`config.mk`:
```
export PLATFORM = sky130hd
export DESIGN_NAME = if_ctrl_flat
export DESIGN_NICKNAME = d
export VERILOG_FILES = /design/src/rtl/if_ctrl_pkg.sv /design/src/rtl/if_ctrl_if.sv /design/src/rtl/if_ctrl_inst_fifo.sv /design/src/rtl/if_ctrl.sv /design/src/flat_wrapper.sv
export SDC_FILE = /design/constraint.sdc
export NUM_CORES = 1
export LEC_CHECK = 0
export BUFFER_PORTS_ARGS = -buffer_cell sky130_fd_sc_hd__buf_2
export CAP_MARGIN = 20
export CORE_ASPECT_RATIO = 1.4
export CORE_MARGIN = 1
export CORE_UTILIZATION = 49
export CTS_CLUSTER_DIAMETER = 80
export DETAILED_ROUTE_END_ITERATION = 7
export HOLD_SLACK_MARGIN = 0.1
export MAX_ROUTING_LAYER = met4
export PLACE_DENSITY = 0.83
export REMOVE_ABC_BUFFERS = 1
export SETUP_SLACK_MARGIN = 0.4
export SLEW_MARGIN = 10
export SYNTH_ARGS = -nofsm -noshare
export SYNTH_HDL_FRONTEND = slang
export SYNTH_SLANG_ARGS = --single-unit
```
`constraint.sdc`:
```
create_clock -name clk -period 1.7 [get_ports clk]
set_input_delay 0.085 -clock clk [delete_from_list [all_inputs] [get_ports clk]]
set_output_delay 0.085 -clock clk [all_outputs]
set_load 0.1 [all_outputs]
```
`src/rtl/if_ctrl_pkg.sv`:
```
// Shared types and constants for the instruction-fetch sequencer.
package if_pkg;
    localparam int unsigned XLEN = 32;
    localparam int unsigned ILEN = 32;
    localparam logic [XLEN-1:0] RESET_PC_DEF = 32'h0000_0000;

    typedef enum logic {RUN = 1'b0, DRAIN = 1'b1} state_e;

    typedef struct packed {
        logic [XLEN-1:0] addr;
        logic [ILEN-1:0] inst;
    } qent_t;
endpackage

```
`src/rtl/if_ctrl_if.sv`:
```
// Instruction-memory request/response bus between the fetch sequencer and memory.
interface if_ctrl_if;
    import if_pkg::*;
    logic            imem_req_o;
    logic [XLEN-1:0] imem_addr_o;
    logic            imem_gnt_i;
    logic            imem_rvalid_i;
    logic [ILEN-1:0] imem_rdata_i;

    modport master (output imem_req_o, imem_addr_o,
                    input  imem_gnt_i, imem_rvalid_i, imem_rdata_i);
    modport slave  (input  imem_req_o, imem_addr_o,
                    output imem_gnt_i, imem_rvalid_i, imem_rdata_i);
endinterface

```
`src/rtl/if_ctrl_inst_fifo.sv`:
```
// Small synchronous instruction queue; clear wins over push/pop in the same cycle.
module inst_fifo
    import if_pkg::*;
#(
    parameter int DEPTH = 2,
    parameter int CW    = $clog2(DEPTH + 1)
) (
    input  logic          clk,
    input  logic          rst,
    input  logic          push_i,
    input  qent_t         data_i,
    input  logic          pop_i,
    input  logic          clr_i,
    output logic [CW-1:0] count_o,
    output qent_t         head_o
);
    localparam int PW = (DEPTH > 1) ? $clog2(DEPTH) : 1;

    qent_t         mem_q [DEPTH];
    logic [PW-1:0] rd_q, wr_q;
    logic [CW-1:0] cnt_q;
    logic          do_push, do_pop;

    function automatic logic [PW-1:0] nxt(input logic [PW-1:0] p);
        return (p == PW'(DEPTH - 1)) ? '0 : p + PW'(1);
    endfunction

    assign do_pop  = pop_i & (cnt_q != '0);
    assign do_push = push_i & ((cnt_q != CW'(DEPTH)) | do_pop);

    always_ff @(posedge clk or negedge rst) begin
        if (!rst) begin
            rd_q  <= '0;
            wr_q  <= '0;
            cnt_q <= '0;
            for (int i = 0; i < DEPTH; i++) mem_q[i] <= '0;
        end else if (clr_i) begin
            rd_q  <= '0;
            wr_q  <= '0;
            cnt_q <= '0;
        end else begin
            if (do_push) begin
                mem_q[wr_q] <= data_i;
                wr_q        <= nxt(wr_q);
            end
            if (do_pop) rd_q <= nxt(rd_q);
            cnt_q <= cnt_q + CW'(do_push) - CW'(do_pop);
        end
    end

    assign count_o = cnt_q;
    assign head_o  = mem_q[rd_q];
endmodule

```
`src/rtl/if_ctrl.sv`:
```
// Fetch sequencer: owns the PC, keeps one request in flight, queues responses for decode.
module if_ctrl
    import if_pkg::*;
#(
    parameter logic [XLEN-1:0] RESET_PC = RESET_PC_DEF,
    parameter int              QDEPTH   = 2
) (
    input  logic            clk,
    input  logic            rst,
    input  logic            jump_en_i,
    input  logic [XLEN-1:0] jump_addr_i,
    input  logic            trap_en_i,
    input  logic [XLEN-1:0] trap_addr_i,
    if_ctrl_if.master       imem,
    output logic            inst_valid_o,
    output logic [ILEN-1:0] inst_o,
    output logic [XLEN-1:0] inst_addr_o,
    input  logic            inst_ready_i,
    output logic            flush_o
);
    localparam int CW = $clog2(QDEPTH + 1);

    state_e          state_q, state_d;
    logic [XLEN-1:0] pc_q, pc_d, infl_q, infl_d;
    logic            out_q, out_d;
    logic            redirect, rsp, gnt, credit_ok, push, clr, pop;
    logic [XLEN-1:0] target;
    logic [CW-1:0]   q_cnt;
    logic [CW:0]     used;
    qent_t           head;

    assign redirect  = trap_en_i | jump_en_i;
    assign target    = trap_en_i ? trap_addr_i : jump_addr_i;
    assign rsp       = imem.imem_rvalid_i & out_q;
    assign used      = {1'b0, q_cnt} + (CW + 1)'(out_q);
    assign credit_ok = used < (CW + 1)'(QDEPTH);

    // Redirect kills the request combinationally; memory tolerates withdrawal.
    assign imem.imem_req_o  = rst & ~redirect & (state_q == RUN)
                            & (~out_q | imem.imem_rvalid_i) & credit_ok;
    assign imem.imem_addr_o = pc_q;
    assign gnt              = imem.imem_req_o & imem.imem_gnt_i;

    always_comb begin
        state_d = state_q;
        pc_d    = pc_q;
        out_d   = out_q;
        infl_d  = infl_q;
        push    = 1'b0;
        clr     = 1'b0;
        if (rsp) begin
            out_d   = 1'b0;
            push    = (state_q == RUN) & ~redirect;
            state_d = RUN;
        end
        if (gnt) begin
            pc_d   = pc_q + 32'd4;
            out_d  = 1'b1;
            infl_d = pc_q;
        end
        if (redirect) begin
            pc_d = target;
            clr  = 1'b1;
            // Response still owed by memory: remember to discard it.
            if (out_q & ~imem.imem_rvalid_i) state_d = DRAIN;
        end
    end

    always_ff @(posedge clk or negedge rst) begin
        if (!rst) begin
            state_q <= RUN;
            pc_q    <= RESET_PC;
            out_q   <= 1'b0;
            infl_q  <= '0;
        end else begin
            state_q <= state_d;
            pc_q    <= pc_d;
            out_q   <= out_d;
            infl_q  <= infl_d;
        end
    end

    assign pop     = inst_valid_o & inst_ready_i;
    assign flush_o = rst & redirect;

    inst_fifo #(.DEPTH(QDEPTH)) u_fifo (
        .clk     (clk),
        .rst     (rst),
        .push_i  (push),
        .data_i  ('{addr: infl_q, inst: imem.imem_rdata_i}),
        .pop_i   (pop),
        .clr_i   (clr),
        .count_o (q_cnt),
        .head_o  (head)
    );

    assign inst_valid_o = q_cnt != '0;
    assign inst_o       = head.inst;
    assign inst_addr_o  = head.addr;
endmodule

```
`src/flat_wrapper.sv`:
```
// flat-port wrapper written by rule: the top's interface ports become plain ports
module if_ctrl_flat import if_pkg::*;
#(
    parameter logic [XLEN-1:0] RESET_PC = RESET_PC_DEF,
    parameter int              QDEPTH   = 2
)
  (clk, rst, jump_en_i, jump_addr_i, trap_en_i, trap_addr_i, inst_valid_o, inst_o, inst_addr_o, inst_ready_i, flush_o, imem_imem_req_o, imem_imem_addr_o, imem_imem_gnt_i, imem_imem_rvalid_i, imem_imem_rdata_i);
  if_ctrl_if imem_i ();
  input  logic clk;
  input  logic rst;
  input  logic jump_en_i;
  input  logic [XLEN-1:0] jump_addr_i;
  input  logic trap_en_i;
  input  logic [XLEN-1:0] trap_addr_i;
  output logic inst_valid_o;
  output logic [ILEN-1:0] inst_o;
  output logic [XLEN-1:0] inst_addr_o;
  input  logic inst_ready_i;
  output logic flush_o;
  output wire logic [$bits(imem_i.imem_req_o)-1:0] imem_imem_req_o;
  output wire logic [$bits(imem_i.imem_addr_o)-1:0] imem_imem_addr_o;
  input wire logic [$bits(imem_i.imem_gnt_i)-1:0] imem_imem_gnt_i;
  input wire logic [$bits(imem_i.imem_rvalid_i)-1:0] imem_imem_rvalid_i;
  input wire logic [$bits(imem_i.imem_rdata_i)-1:0] imem_imem_rdata_i;
  assign imem_imem_req_o = imem_i.imem_req_o;
  assign imem_imem_addr_o = imem_i.imem_addr_o;
  assign imem_i.imem_gnt_i = imem_imem_gnt_i;
  assign imem_i.imem_rvalid_i = imem_imem_rvalid_i;
  assign imem_i.imem_rdata_i = imem_imem_rdata_i;
  if_ctrl #(.RESET_PC(RESET_PC), .QDEPTH(QDEPTH)) u_core (.clk(clk), .rst(rst), .jump_en_i(jump_en_i), .jump_addr_i(jump_addr_i), .trap_en_i(trap_en_i), .trap_addr_i(trap_addr_i), .imem(imem_i), .inst_valid_o(inst_valid_o), .inst_o(inst_o), .inst_addr_o(inst_addr_o), .inst_ready_i(inst_ready_i), .flush_o(flush_o));
endmodule
```
==> results.sh, run 1 <==
export IMPL_synth_warning_count=0
export IMPL_grt_setup_unrepaired="true"
export IMPL_global_route_wire_length_before_repair_mm=51.5
export IMPL_yosys_register_bits=198
export IMPL_synth_largest_area_cell="dfrtp_1"
export IMPL_cts_clk_slew_worst_paths_ns=0.08
export IMPL_synth_commonest_cells="198 x dfrtp_1, 138 x mux2_2, 116 x nand2_1"
export IMPL_inserted_clock_buffers=17
export IMPL_first_global_vias=9499
export IMPL_hpwlAfterDp_mm=17.5
export IMPL_post_place_ws_ns=-0.252
export IMPL_vias=9803
export IMPL_timing_final_ws_setup_ns=-0.400
export IMPL_final_hold_viol_count=38
export IMPL_r2r_end="u_core.u_fifo.count_o[1]"
export IMPL_share_of_post_route_cells_with_drive_strength_above_1_pct=60.4
export IMPL_cts_tree="built"
export IMPL_worstReg2RegStart="u_core.u_fifo.count_o[1]"
export IMPL_timing_max_cap_violations=0
export IMPL_floorplan_core_area_sq_um=18600
export IMPL_critical_path_peak_fanout=4
export IMPL_layout_cell_area_non_filler_sq_um=16500
export IMPL_dpl_cell_area_sq_um=12100
export IMPL_final_hold_worst_slack_ns=-0.255
export IMPL_synthTopCellsByArea="dfrtp_1 53%, mux2_2 17%, mux2_1 6.8%"
export IMPL_grt_antenna_before_repair=6
export IMPL_drt_total_wl_mm=45.8
export IMPL_layout_worst_path_cycle_share_pct=124
export IMPL_flow_area_growth_from_synthesis_pct=77.4
export IMPL_report_final_slew_viol_count=0
export IMPL_grt_start_max_net_pins=129
export IMPL_cell_area_after_synthesis_sq_um=9290
export IMPL_clock_skew_after_layout_ns=0.0197
export IMPL_gr_util_all_layers_pct=36.0
export IMPL_p_leak_nw=7.73
export IMPL_cp_arrival_ns=2.43
export IMPL_top_level_ports=202
export IMPL_yosys_most_used_dff="dfrtp_1"
export IMPL_timing_critical_path_slowest_stage_cell="dfrtp_2"
export IMPL_cp_buffers_inverters=2
export IMPL_critical_path_class="reg2reg"
export IMPL_worst_r2r_path_depth=9
export IMPL_clk_path_buf_depth=2
export IMPL_worst_path_dominant_cell_family="simple AND/OR/NAND/NOR gates"
export IMPL_worst_skew_pair_late_latency_ns=0.45
export IMPL_cts_root_buf="clkbuf_16"
export IMPL_power_density_nw_per_um2=1110
export IMPL_max_clock_freq_mhz=476
export IMPL_die_area_sq_um=19500
export IMPL_reg2reg_setup_slack_ns=-0.40
export IMPL_routability_congestion=0.898
export IMPL_worstSetupEndpointType="flip-flop"
export IMPL_power_total_mw=18.4
export IMPL_wire_per_inst_microns=31.2
export IMPL_finalSetupViolCount=261
export IMPL_outcome="finished with violations"
export IMPL_layout_cells_non_filler=1466
export IMPL_hp_class="in2async"
export IMPL_worst_ep_required_time_ns=2.03
export IMPL_violations="negative hold slack, negative setup slack"
export IMPL_synth_async_reset_ratio_pct=100
export IMPL_drt_pass1_iter_count=8
export IMPL_die_w_microns=118
export IMPL_relSlewSlack_pct=51.4
export IMPL_route_antenna_remaining_nets=0
export IMPL_grt_remaining_overflow=0
export IMPL_tritoncts_num_sinks=198
export IMPL_total_negative_slack_for_setup_checks_ns=-63.37
export IMPL_synth_distinct_cells=62
export IMPL_netlist_area_leader_share_pct=53.3
export IMPL_timing_critical_path_from_type="flip-flop"
export IMPL_tightestPinTransition_ns=0.729
export IMPL_via_per_inst=6.69
export IMPL_htree_levels=4
export IMPL_post_route_min_period_ns=2.10
export IMPL_critPathMostFrequentCell="ha_4"
export IMPL_slowest_delay_ns=0.46
export IMPL_synth_enable_flop_cells=0
export IMPL_initial_core_util_pct=49.9
export IMPL_portion_of_the_post_synthesis_area_used_by_sequential_elements_pct=53.3
export IMPL_die_height_microns=165
export IMPL_syn_mean_instance_area_sq_um=11.9
export IMPL_design_final_nets=1309
export IMPL_finalCoreUtilization_pct=88.6
export IMPL_yosys_cell_count_top_type="dfrtp_1"
export IMPL_fillCellCount=672
export IMPL_placedCellCount=1265
export IMPL_ordered_list_of_cells_on_the_worst_path="buf_4 -> or2_4 -> and2_4 -> ha_4 -> inv_2 -> ha_4 -> xor2_2 -> xnor2_1 -> nor2_1"
export IMPL_drt_iter0_drc=1201
export IMPL_placement_io_buffers=201
export IMPL_irDropWorstVdd_uv=967
export IMPL_placement_rows=59
export IMPL_drc=0
export IMPL_cts_hold_fix_buffers=94
export IMPL_postSynthCellCount=781
==> how the worst max path moves through the flow <==
stage                                          start                          end  slack [ns]  cells past startpoint
after floorplan             u_core.u_fifo.count_o[0]              imem_imem_req_o       -3.67                      2
after global placement      u_core.u_fifo.count_o[1]     u_core.u_fifo.count_o[1]       -0.15                      8
after detailed placement                   jump_en_i     u_core.u_fifo.count_o[1]       -0.25                     10
after CTS                   u_core.u_fifo.count_o[1]     u_core.u_fifo.count_o[1]       -0.20                      8
after global routing      u_core.imem.imem_addr_o[2]  u_core.imem.imem_addr_o[20]       -0.43                      8
final                       u_core.u_fifo.count_o[1]     u_core.u_fifo.count_o[1]       -0.40                      9
==> cell usage in the layout, fill, tap and decap left out, types with 5 or more instances in the layout <==
cell           netlist  layout
a21oi_1             24      15
a21oi_2              0       8
a22oi_1              7       7
and3_1               6       5
buf_12               0     103
buf_16               0       9
buf_2               14     102
buf_4                1      65
buf_6                6      49
buf_8                0      11
clkbuf_16            0      30
dfrtp_1            198     188
dfrtp_2              0       9
diode_2              0       6
dlygate4sd3_1        0      94
inv_1                7       6
mux2_2             138     118
mux2_4               0      73
mux2i_1              7       7
nand2_1            116      59
nand2_2              0      30
nand2_4              0      25
nand3_1             11       7
nand4_1              6       6
nor2_1              19      13
nor2_4               0       5
nor4_4               0       5
o211ai_1             6       6
o21ai_0             30       5
o21ai_1              0       9
o21ai_2              0      13
o22ai_1             12      12
xnor2_2              0       6
==> worst register-to-register path, cell delays in order (launching register included) <==
cell and delay (ns):
dfrtp_2 0.46, buf_4 0.18, or2_4 0.32, and2_4 0.18, ha_4 0.27, inv_2 0.04
ha_4 0.15, xor2_2 0.14, xnor2_1 0.17, nor2_1 0.07
==> report_power, final <==
| group | internal (mW) | switching [mW] | total [mW] | leakage, nW |
|---|---|---|---|---|
| clock network | 2.24 | 2.09 | 4.33 | 0.293 |
| logic | 3.02 | 4.67 | 7.69 | 4.82 |
| registers | 5.42 | 0.917 | 6.34 | 2.61 |
| total | 10.7 | 7.69 | 18.4 | 7.73 |
==> per-layer routing <==
| metal | GRT usage (%) | vias to the layer above | wire [microns] |
|---|---|---|---|
| li1 | - | 3653 | - |
| met1 | 37.1 | 4714 | 14300 |
| met2 | 61.0 | 962 | 21500 |
| met3 | 6.32 | 474 | 5010 |
| met4 | 28.8 | 0 | 4980 |
| met5 | - | - | 0 |
==> what timing repair did <==
item / 4_1_cts / 5_1_grt
endpoints found under the hold margin: 135 / 38
pin swaps: 83 / 48
endpoints found under the setup margin: 293 / 294
gates cloned: 7 / 15
resized for setup: 198 / 306
buffers inserted: 24 / 23
==> area by class of cell <==
type	count	area [sq um]	share of cell area (%)
flip-flops and latches	198	4970	30.2
clock buffers	17	425	2.58
clock inverters	15	181	1.10
diodes	6	15.0	0.0911
inverters	8	30.0	0.182
multi-input cells	529	5230	31.7
well taps	244	305	1.85
repair buffers	449	5320	32.3
==> flip-flops by register name (all words and copies together), names as in the netlist <==
signal                   flops
u_core.imem.imem_addr_o     32
u_core.infl_q               32
u_core.out_q                 1
u_core.state_q               1
u_core.u_fifo.count_o        2
u_core.u_fifo.mem_q        128
u_core.u_fifo.rd_q           1
u_core.u_fifo.wr_q           1
==> cell families (layout without fill, tap and decap cells) <==
family / after synthesis / in the layout / share of synthesized area, %
simple gates: 211 / 211 / 10.9
buf+inv: 54 / 489 / 2.91
mux: 201 / 201 / 24.3
xor+xnor: 11 / 11 / 1.04
compound gates: 103 / 103 / 7.09
fa+ha+maj: 3 / 3 / 0.404
flops: 198 / 198 / 53.3
other cells: 0 / 6 / 0
Note: power is estimated with default switching activity, not from simulation.
==> run 2: changes to the inputs <==
--- a/config.mk
+++ b/config.mk
@@ -9,12 +9,12 @@
 export CAP_MARGIN = 20
 export CORE_ASPECT_RATIO = 1.4
 export CORE_MARGIN = 1
-export CORE_UTILIZATION = 49
+export CORE_UTILIZATION = 28
 export CTS_CLUSTER_DIAMETER = 80
 export DETAILED_ROUTE_END_ITERATION = 7
 export HOLD_SLACK_MARGIN = 0.1
 export MAX_ROUTING_LAYER = met4
-export PLACE_DENSITY = 0.83
+export PLACE_DENSITY = 0.55
 export REMOVE_ABC_BUFFERS = 1
 export SETUP_SLACK_MARGIN = 0.4
 export SLEW_MARGIN = 10
==> run 2 against run 1 <==
The flow still finishes with violations (negative hold slack, negative setup slack). First-iteration DRC count shrank 61%. Count of clock-buffer cells in the layout grew 5. Via count shrank 21%. Hold slack gained 0.031 ns. Setup slack gained 0.19 ns. Highest routed layer unchanged.
==> results.sh, run 2 (synthesized netlist as in run 1, its figures left out) <==
export IMPL_grt_antenna_before_repair=0
export IMPL_use_met3_pct=3.20
export IMPL_top_level_ports=202
export IMPL_sequential_share_of_power_pct=35.6
export IMPL_cts_hold_fix_buffers=94
export IMPL_grt_use_met1_pct=21.4
export IMPL_report_final_slew_viol_count=0
export IMPL_power_report_internal_total_mw=10.4
export IMPL_cts_tree="built"
export IMPL_relSlewSlack_pct=54.6
export IMPL_die_area_sq_um=33900
export IMPL_route_antenna_remaining_nets=0
export IMPL_grt_remaining_overflow=0
export IMPL_flow_area_growth_from_synthesis_pct=69.1
export IMPL_commonest_cells_after_routing_fill_and_taps_aside="197 x dfrtp_1, 134 x buf_2, 94 x dlygate4sd3_1"
export IMPL_placement_rows=78
export IMPL_finalCoreUtilization_pct=48.3
export IMPL_vias=7733
export IMPL_grt_setup_unrepaired="true"
export IMPL_wire_per_inst_microns=19.0
export IMPL_hpwlAfterDp_mm=19.4
export IMPL_placedCellCount=1476
export IMPL_cp_arrival_ns=2.24
export IMPL_clock_skew_after_layout_ns=0.0113
export IMPL_timing_max_cap_violations=0
export IMPL_htree_levels=4
export IMPL_finalSetupViolCount=252
export IMPL_final_hold_viol_count=32
export IMPL_most_common_library_cell_in_the_layout_ignoring_fill_and_taps="dfrtp_1"
export IMPL_diodes=0
export IMPL_p_switching_mw=6.51
export IMPL_tritoncts_num_sinks=198
export IMPL_drt_iter0_drc=464
export IMPL_grt_start_max_net_pins=127
export IMPL_layout_cells_non_filler=1646
export IMPL_die_w_microns=156
export IMPL_flip_flop_count_of_the_largest_register_all_copies_and_words_added=128
export IMPL_tightestPinTransition_ns=0.681
export IMPL_registers_top_by_ff_count="u_core.u_fifo.mem_q"
export IMPL_die_height_microns=217
export IMPL_worst_ep_required_time_ns=2.03
export IMPL_gr_util_all_layers_pct=18.5
export IMPL_reg2reg_setup_slack_ns=-0.21
export IMPL_timing_critical_path_from_type="flip-flop"
export IMPL_layout_worst_path_cycle_share_pct=112
export IMPL_groute_layer_met2_usage_pct=31.5
export IMPL_max_clock_freq_mhz=524
export IMPL_critical_path_class="reg2reg"
export IMPL_share_comb_of_total_power_pct=39.7
export IMPL_power_density_nw_per_um2=1080
export IMPL_via_per_inst=4.70
export IMPL_final_hold_worst_slack_ns=-0.224
export IMPL_worst_r2r_path_depth=8
export IMPL_drt_pass1_iter_count=5
export IMPL_share_of_post_route_cells_with_drive_strength_above_1_pct=51.6
export IMPL_irDropWorstVdd_uv=619
export IMPL_clk_path_buf_depth=2
export IMPL_routability_congestion=0.840
export IMPL_power_frac_clock_pct=24.7
export IMPL_r2r_end="u_core.u_fifo.mem_q[48]"
export IMPL_inserted_clock_buffers=17
export IMPL_cts_clk_slew_worst_paths_ns=0.07
export IMPL_worstReg2RegStart="u_core.u_fifo.count_o[1]"
export IMPL_violations="negative hold slack, negative setup slack"
export IMPL_outcome="finished with violations"
export IMPL_worstSetupEndpointType="flip-flop"
export IMPL_placement_io_buffers=201
export IMPL_initial_core_util_pct=28.6
export IMPL_drt_total_wl_mm=31.3
export IMPL_post_route_min_period_ns=1.91
export IMPL_hp_class="in2async"
export IMPL_top_usage_layer="met2"
export IMPL_first_global_vias=8117
export IMPL_global_route_wire_length_before_repair_mm=45.6
export IMPL_swShare_pct=38.6
export IMPL_drc=0
export IMPL_total_negative_slack_for_setup_checks_ns=-33.21
export IMPL_critical_path_peak_fanout=7
export IMPL_p_leak_nw=7.46
export IMPL_worst_skew_pair_late_latency_ns=0.45
export IMPL_cts_root_buf="clkbuf_16"
export IMPL_floorplan_core_area_sq_um=32500
export IMPL_design_final_nets=1300
export IMPL_timing_final_ws_setup_ns=-0.208
## run 2: cell types whose count changed in the layout (fill, tap and decap cells not counted), sizes merged
cell | previous run | this run
buf | 339 | 335
diode | 6 | 0
inv | 15 | 9
## run 2: per-stage QoR
step | worst slack, ns | total power, mW | cell area, sq um
CTS | -0.193 | 16.6 | 14800
global route | -0.252 | 17.6 | 15700
finish | -0.208 | 16.9 | 15700
global placement | -0.189 | 11.9 | 12500
detailed placement | -0.189 | 12.0 | 12500
floorplan | -3.67 | 9.59 | 9050
## run 2: per-layer routing
metal  vias up  wire [microns]  part of all wire (%)
met4         0             845                   2.7
met1      3850           12800                    41
met2       219           16300                    52
met3        41            1340                   4.3
li1       3623               -                     -
met5         -               0                     0
## run 2: critical path, cell delays in order (launching register included)
cell and delay [ns]:
dfrtp_1 0.40, buf_6 0.13, a211oi_4 0.22, buf_4 0.16
nand4_4 0.12, buf_12 0.21, buf_12 0.13, clkbuf_16 0.15
mux2_2 0.26
## run 2: cell type report
type | count | area (sq um)
fill | 2865 | 16800
sequential | 198 | 4960
multi-input combinational | 529 | 4860
timing repair buffer | 440 | 4710
tap | 440 | 551
clock buffer | 22 | 484
clock inverter | 9 | 115
inverter | 8 | 30.0
## run 2: timing repair
item / 4_1_cts / 5_1_grt
setup endpoints to repair: 293 / 295
cloned: 7 / 12
resized for setup: 91 / 158
endpoints found under the hold margin: 129 / 32
pin swaps: 11 / 50
buffers inserted: 13 / 13
## run 2: worst max path at each step
stage | from | endpoint | slack, ns | depth (start not counted)
6_report | u_core.u_fifo.count_o[1] | u_core.u_fifo.mem_q[48] | -0.21 | 8
5_1_grt | u_core.u_fifo.count_o[1] | u_core.u_fifo.mem_q[89] | -0.25 | 7
4_1_cts | u_core.u_fifo.count_o[1] | imem_imem_req_o | -0.19 | 5
3_5_place_dp | u_core.u_fifo.count_o[1] | u_core.u_fifo.count_o[1] | -0.19 | 8
3_3_place_gp | u_core.u_fifo.count_o[1] | u_core.u_fifo.count_o[1] | -0.19 | 8
2_1_floorplan | u_core.u_fifo.count_o[0] | imem_imem_req_o | -3.67 | 2
## run 2: power by group through the flow
stage | sequential (mW) | clock (mW) | combinational [mW]
finish | 6.01 | 4.17 | 6.71
global route | 6.11 | 4.47 | 7.01
CTS | 5.89 | 4.27 | 6.38
detailed placement | 5.98 | 0 | 5.99
global placement | 5.94 | 0 | 5.94
floorplan | 6.49 | 0 | 3.10
